## src/rtl/sr_window_ctrl.sv

```systemverilog
// Sequencer for the parallel-out shift-register chain that builds KERNEL x KERNEL
// conv windows over a raster pixel stream; tracks position and flags valid windows.
module sr_window_ctrl #(
  parameter int IMG_W  = 28,
  parameter int IMG_H  = 28,
  parameter int KERNEL = 5,
  localparam int CW = (IMG_W > 1) ? $clog2(IMG_W) : 1,
  localparam int RW = (IMG_H > 1) ? $clog2(IMG_H) : 1
) (
  input  logic          clock,
  input  logic          reset,
  input  logic          start,
  input  logic [7:0]    pix_in,
  input  logic          pix_valid,
  output logic          pix_ready,
  output logic [7:0]    sr_shift_in,
  output logic          sr_shift_en,
  output logic          win_valid,
  input  logic          win_ready,
  output logic [CW-1:0] win_col,
  output logic [RW-1:0] win_row,
  output logic          busy,
  output logic          frame_done
);

  typedef enum logic [1:0] {IDLE, LOAD, DRAIN, DONE} state_t;

  state_t        state, state_nxt;
  logic [CW-1:0] col;
  logic [RW-1:0] row;
  logic          accept, last_pix, col_last, win_hit;

  assign col_last = (col == CW'(IMG_W - 1));
  assign last_pix = col_last && (row == RW'(IMG_H - 1));
  // A pending, unconsumed window freezes the chain so its taps stay stable.
  assign pix_ready   = (state == LOAD) && !(win_valid && !win_ready);
  assign accept      = pix_valid && pix_ready;
  assign sr_shift_in = pix_in;
  assign sr_shift_en = accept;
  assign win_hit     = accept && (int'(col) >= KERNEL - 1) && (int'(row) >= KERNEL - 1);
  assign busy        = (state != IDLE);
  assign frame_done  = (state == DONE);

  always_comb begin
    state_nxt = state;
    case (state)
      IDLE:    if (start) state_nxt = LOAD;
      LOAD:    if (accept && last_pix) state_nxt = DRAIN;
      DRAIN:   if (!win_valid || win_ready) state_nxt = DONE;
      DONE:    state_nxt = IDLE;
      default: state_nxt = IDLE;
    endcase
  end

  always_ff @(posedge clock or negedge reset) begin
    if (!reset) state <= IDLE;
    else        state <= state_nxt;
  end

  always_ff @(posedge clock or negedge reset) begin
    if (!reset) begin
      col <= '0;
      row <= '0;
    end else if (state == DONE) begin
      col <= '0;
      row <= '0;
    end else if (accept) begin
      if (col_last) begin
        col <= '0;
        row <= last_pix ? '0 : row + RW'(1);
      end else begin
        col <= col + CW'(1);
      end
    end
  end

  // New window may replace a window consumed on the same edge: no bubble.
  always_ff @(posedge clock or negedge reset) begin
    if (!reset) begin
      win_valid <= 1'b0;
      win_col   <= '0;
      win_row   <= '0;
    end else if (win_hit) begin
      win_valid <= 1'b1;
      win_col   <= col - CW'(KERNEL - 1);
      win_row   <= row - RW'(KERNEL - 1);
    end else if (win_ready) begin
      win_valid <= 1'b0;
    end
  end

endmodule

```

## config.mk

```make
export PLATFORM = sky130hd
export DESIGN_NAME = sr_window_ctrl
export DESIGN_NICKNAME = d
export VERILOG_FILES = /design/src/rtl/sr_window_ctrl.sv
export SDC_FILE = /design/constraint.sdc
export NUM_CORES = 1
export LEC_CHECK = 0
export ABC_AREA = 1
export BUFFER_PORTS_ARGS = -buffer_cell sky130_fd_sc_hd__buf_2
export CAP_MARGIN = 20
export CORE_UTILIZATION = 50
export CTS_CLUSTER_DIAMETER = 30
export DETAILED_ROUTE_END_ITERATION = 12
export PLACE_DENSITY = 0.74
export SLEW_MARGIN = 10
export SYNTH_ARGS = -nofsm -noshare
export SYNTH_HDL_FRONTEND = slang
export SYNTH_SLANG_ARGS = --single-unit
```

## constraint.sdc

```tcl
create_clock -name clock -period 4.2 [get_ports clock]
set_input_delay 0.63 -clock clock [delete_from_list [all_inputs] [get_ports clock]]
set_output_delay 0.63 -clock clock [all_outputs]
set_load 0.01 [all_outputs]
```

# After elaboration in Yosys (flattened, before gate mapping)
# Cells that the tools add are included.
[totals]
regBits = 23
input_bits = 13
output_inout_bits = 23
wordCells = 51
[classes]
addsub = 4
order_cmp = 2
eq_ne = 8
mux = 13
n_reduce_logical = 18
[ops]
columns = ["op", "n"]
rows = [
  ["$mux 5", 7],
  ["$add 5x1->5 const B", 2],
  ["$eq 5x5->1 const B", 2],
  ["$ge 5x3->1 const B", 2],
  ["$sub 5x3->5 const B", 2],
  ["$pmux 2 s4", 1],
  ["$reduce_bool 2->1", 4],
  ["$logic_and 1x1->1", 7],
  ["$mux 2", 3],
  ["$eq 2x2->1 const B", 2],
  ["$ne 2x2->1 const B", 2],
  ["$logic_not 1->1", 3],
  ["$reduce_and 3->1", 1],
  ["$eq 2x1->1 const B", 1],
  ["$logic_not 2->1", 1],
  ["$mux 1", 2],
  ["$ne 2x1->1 const B", 1],
  ["$reduce_and 2->1", 1],
  ["$logic_or 1x1->1", 1],
]

# Longest topological paths before layout
[logic_depth]
word_depth = 8
mapped_depth = 9
ltp_nobuf = 9

# Worst setup path before layout
# No wires, ideal clock.
[synth_timing]
kind = "input port to output port"
startpoint = "in win_ready"
endpoint = "out sr_shift_en"
arrival_time_ns = 0.954
t_required_ns = 3.570
path_slack_ns = 2.616
cell_stages = 4
path_buffers = 0
cell_sequence = "inv_1 -> nand2_2 -> nand2_2 -> nor2_8"
[synth_via]
elab_chain_len = 5
[synth_lines]
columns = ["element", "line", "rtl"]
rows = [
  ["start: declaration", "19", "input logic win_ready,"],
  ["$logic_not 1->1", "36", "assign pix_ready = (state == LOAD) && !(win_valid && !win_ready);"],
  ["$logic_and 1x1->1", "36", ""],
  ["$logic_not 1->1", "36", ""],
  ["$logic_and 1x1->1", "36", ""],
  ["$logic_and 1x1->1", "37", "assign accept = pix_valid && pix_ready;"],
  ["end: declaration", "17", "output logic sr_shift_en,"],
]
# No other way between the ends.

# Worst setup path in the final report
[layout_timing]
startpoint = "reg state[1]"
endpoint = "out sr_shift_en"
[layout_via]
elab_chain_len = 3
[layout_lines]
columns = ["element", "line", "rtl"]
rows = [
  ["start: declaration", "28", "state_t state, state_nxt;"],
  ["start signal: assignment", "57", "else state <= state_nxt;"],
  ["$eq 2x1->1", "36", ""],
  ["$logic_and 1x1->1", "36", ""],
  ["$logic_and 1x1->1", "37", ""],
]
# No other way between the ends.

==> impl_metrics.csv <==
group,metric,value,unit
outcome,status,"complete, no violations",
clock_tree,cts.repair_timing.setup_buffer_count,0,
synthesis,top_ff_cell_synth,"dfrtp_1",
global_route,global_route.usage.total,0.180,
finish,final_net_count,203,
finish,area_growth_syn_to_layout,5.21,%
placement,dpl.hpwl,2020,µm
timing,worstMarginPinSlew,0.532,ns
routing,dr.pass1.iters,4,
worst_setup_path,startpoint_type_of_the_worst_setup_path,"register",
synthesis,postSynthAreaPerCell,9.30,µm²
synthesis,synth.cell_area,0.00149,mm²
routing,routedWlPerCell,12.9,µm
global_route,grt_antenna_before_repair,0,
placement,port_buffers,19,
finish,insertedDiodeCount,0,
power,power_density,630,mW/mm²
finish,post_route_cells_drive_above_1_share,0.341,
clock_tree,numCtsBuffers,3,
timing,final-hold-violation-count,0,
timing,max_clock_freq,468,MHz
placement,gp_routability_congestion,0.835,
clock_tree,cts_max_path_buffers,2,
worst_setup_path,worstPathArrival,1.51,ns
worst_setup_path,path_max_fanout,4,
routing,drt_drc_violations_left,0,
timing,timing.final.max_slew_violations,0,
placement,dpl_worst_slack,2.36,ns
clock_tree,tritoncts,"built",
timing,timing.final.setup_violations,0,
worst_setup_path,endpoint_kind,"output port",
clock_tree,cts-root-buf,"clkbuf_4",
floorplan,floorplan.initialDensity,0.535,
synthesis,synthCells,160,
finish,fin_cells,204,
timing,fin_tns_setup,0,ns
synthesis,synth_nets,189,
clock_tree,cts.clk_slew.worst_paths,0.12,ns
synthesis,synth_seq_cells,23,
timing,final_period_minus_worst_setup_slack,2.14,ns
placement,dp.cells,200,
synthesis,cell_variety_after_synth,26,
floorplan,die_width,56.5,µm
finish,nFillCells,252,
worst_setup_path,criticalPathCategory,"register to output port",
worst_setup_path,required_time_of_the_critical_path,3.57,ns
timing,post-route-worst-setup-slack,2.06,ns
floorplan,num_rows,19,
clock_tree,clock_latency,0.31,ns
global_route,pin_count_of_the_biggest_net_entering_global_routing,24,
power,power.leakage,0.000824,µW
timing,rsz0062_at_grt,"false",
min_path,worst_hold_path_type,"input pin to asynchronous set/reset pin",
routing,drtIter0Drc,24,
timing,worst_rel_slew_slack,0.645,
synthesis,synth-seq-area-share,0.387,
clock_tree,htreeDepth,1,
routing,routed_via_density,5.30,
clock_tree,clkSinkCount,23,
finish,multiInputGateArea,747,µm²
synthesis,synth-edff-count,0,
clock_tree,holdBufCountCts,0,
clock_tree,cts.repair.resized,0,
floorplan,die_area,0.00320,mm²
floorplan,core-area,0.00278,mm²
floorplan,fp.dieH,56.5,µm
global_route,vias_in_the_first_global_route,1041,
timing,skew,0.00110,ns
floorplan,io_pins,36,
synthesis,synth_warnings,0,
routing,drtAntennaViolNets,0,
routing,vias,1082,
global_route,global_route.overflow_total,0,
global_route,first_pass_grt_wire_length,4570,µm
timing,period_utilisation_layout,0.508,
power,ir_drop,0.000340,V
synthesis,fraction_of_registers_with_async_set_reset,1.00,
routing,postRouteWirelength,2620,µm
run,max_cap_violations,0,
worst_setup_path,ff2ff_setup_slack,2.51,ns
finish,area.sequential,576,µm²
[registers in the layout, indices dropped and copies added (netlist names)]
register / count
state: 2
col: 5
win_valid: 1
win_col: 5
row: 5
win_row: 5
[layout make-up]
class,instances,share of cell area
multi-input combinational,105,0.477
sequential,23,0.368
timing repair buffer,19,0.0608
inverter,22,0.0528
tap,31,0.0248
clock buffer,4,0.0168
[cells in the final DEF (no fill, tap or decap), types with 2 or more instances in the layout]
cell type,count
buf_2,19
clkbuf_4,3
dfrtp_1,23
ha_1,16
inv_1,16
inv_2,5
nand2_1,25
nand2_2,17
nand3_1,10
nand4_1,4
nor3_1,2
o21ai_0,3
o21ai_1,4
o21ai_2,10
xnor2_1,2
xor2_1,3
[cells in the mapped netlist (2+ instances only)]
cell type  number  share of area
inv_2           5          0.013
xor2_1          3          0.018
o21ai_2        10          0.059
xnor2_1         2          0.012
buf_4           8          0.040
o21ai_1         4          0.013
o21ai_0         3          0.010
nand3_1        10          0.034
inv_1          16          0.040
ha_1           16           0.13
nand4_1         4          0.017
nand2_2        17          0.071
nor3_1          2         0.0067
nand2_1        25          0.063
buf_6           2          0.015
dfrtp_1        23           0.39
[worst paths after layout]
path / startpoint / endpoint / cells after the start
min in group clock: win_col[1] / win_col[1] / 2
hold / removal: reset / win_col[3] / 1
max in group asynchronous: reset / col[0] / 1
setup / recovery: state[1] / sr_shift_en / 5
setup reg to reg: state[1] / win_row[4] / 7
hold reg to reg: win_col[1] / win_col[1] / 2
[metrics by stage]
| step | total power [µW] | utilization | area (µm²) | hold slack (ns) |
|---|---|---|---|---|
| 2_1_floorplan | 758 | - | 1490 | 0.334 |
| 3_3_place_gp | 865 | 0.553 | 1540 | 0.462 |
| 3_5_place_dp | 894 | 0.553 | 1540 | 0.467 |
| 4_1_cts | 1000 | 0.563 | 1570 | 0.286 |
| 5_1_grt | 1080 | 0.563 | 1570 | 0.289 |
| 6_report | 986 | 0.563 | 1570 | 0.281 |
[layer usage]
layer | wire [µm] | up-vias | global-route usage
met3 | 144 | 8 | 0.0207
met4 | 42 | 0 | 0.0557
met2 | 1270 | 35 | 0.299
met5 | 0 | - | 0
li1 | - | 531 | -
met1 | 1160 | 508 | 0.244
[critical path, stage by stage (launching register included)]
cell and delay, ns:
dfrtp_1 0.43, inv_1 0.10, ha_1 0.25, nand2_2 0.13, nor2_8 0.14, buf_2 0.15
[cells by family (layout without fill, tap and decap cells)]
logic type | Yosys count | after routing | synth area share
adder cells (fa/ha/maj) | 16 | 16 | 0.135
XOR/XNOR | 5 | 5 | 0.0294
flip-flops | 23 | 23 | 0.387
buffers and inverters | 32 | 45 | 0.111
AO/OA/AOI/OAI | 20 | 20 | 0.0959
AND/OR/NAND/NOR | 64 | 64 | 0.242
[power breakdown]
| part | internal (µW) | total [µW] | switching (µW) | leakage (µW) |
|---|---|---|---|---|
| combinational | 197 | 499 | 302 | 0.000504 |
| sequential | 304 | 384 | 80.5 | 0.000305 |
| clock | 37.1 | 103 | 65.9 | 0.0000150 |
(Power assumes the default switching activity.)
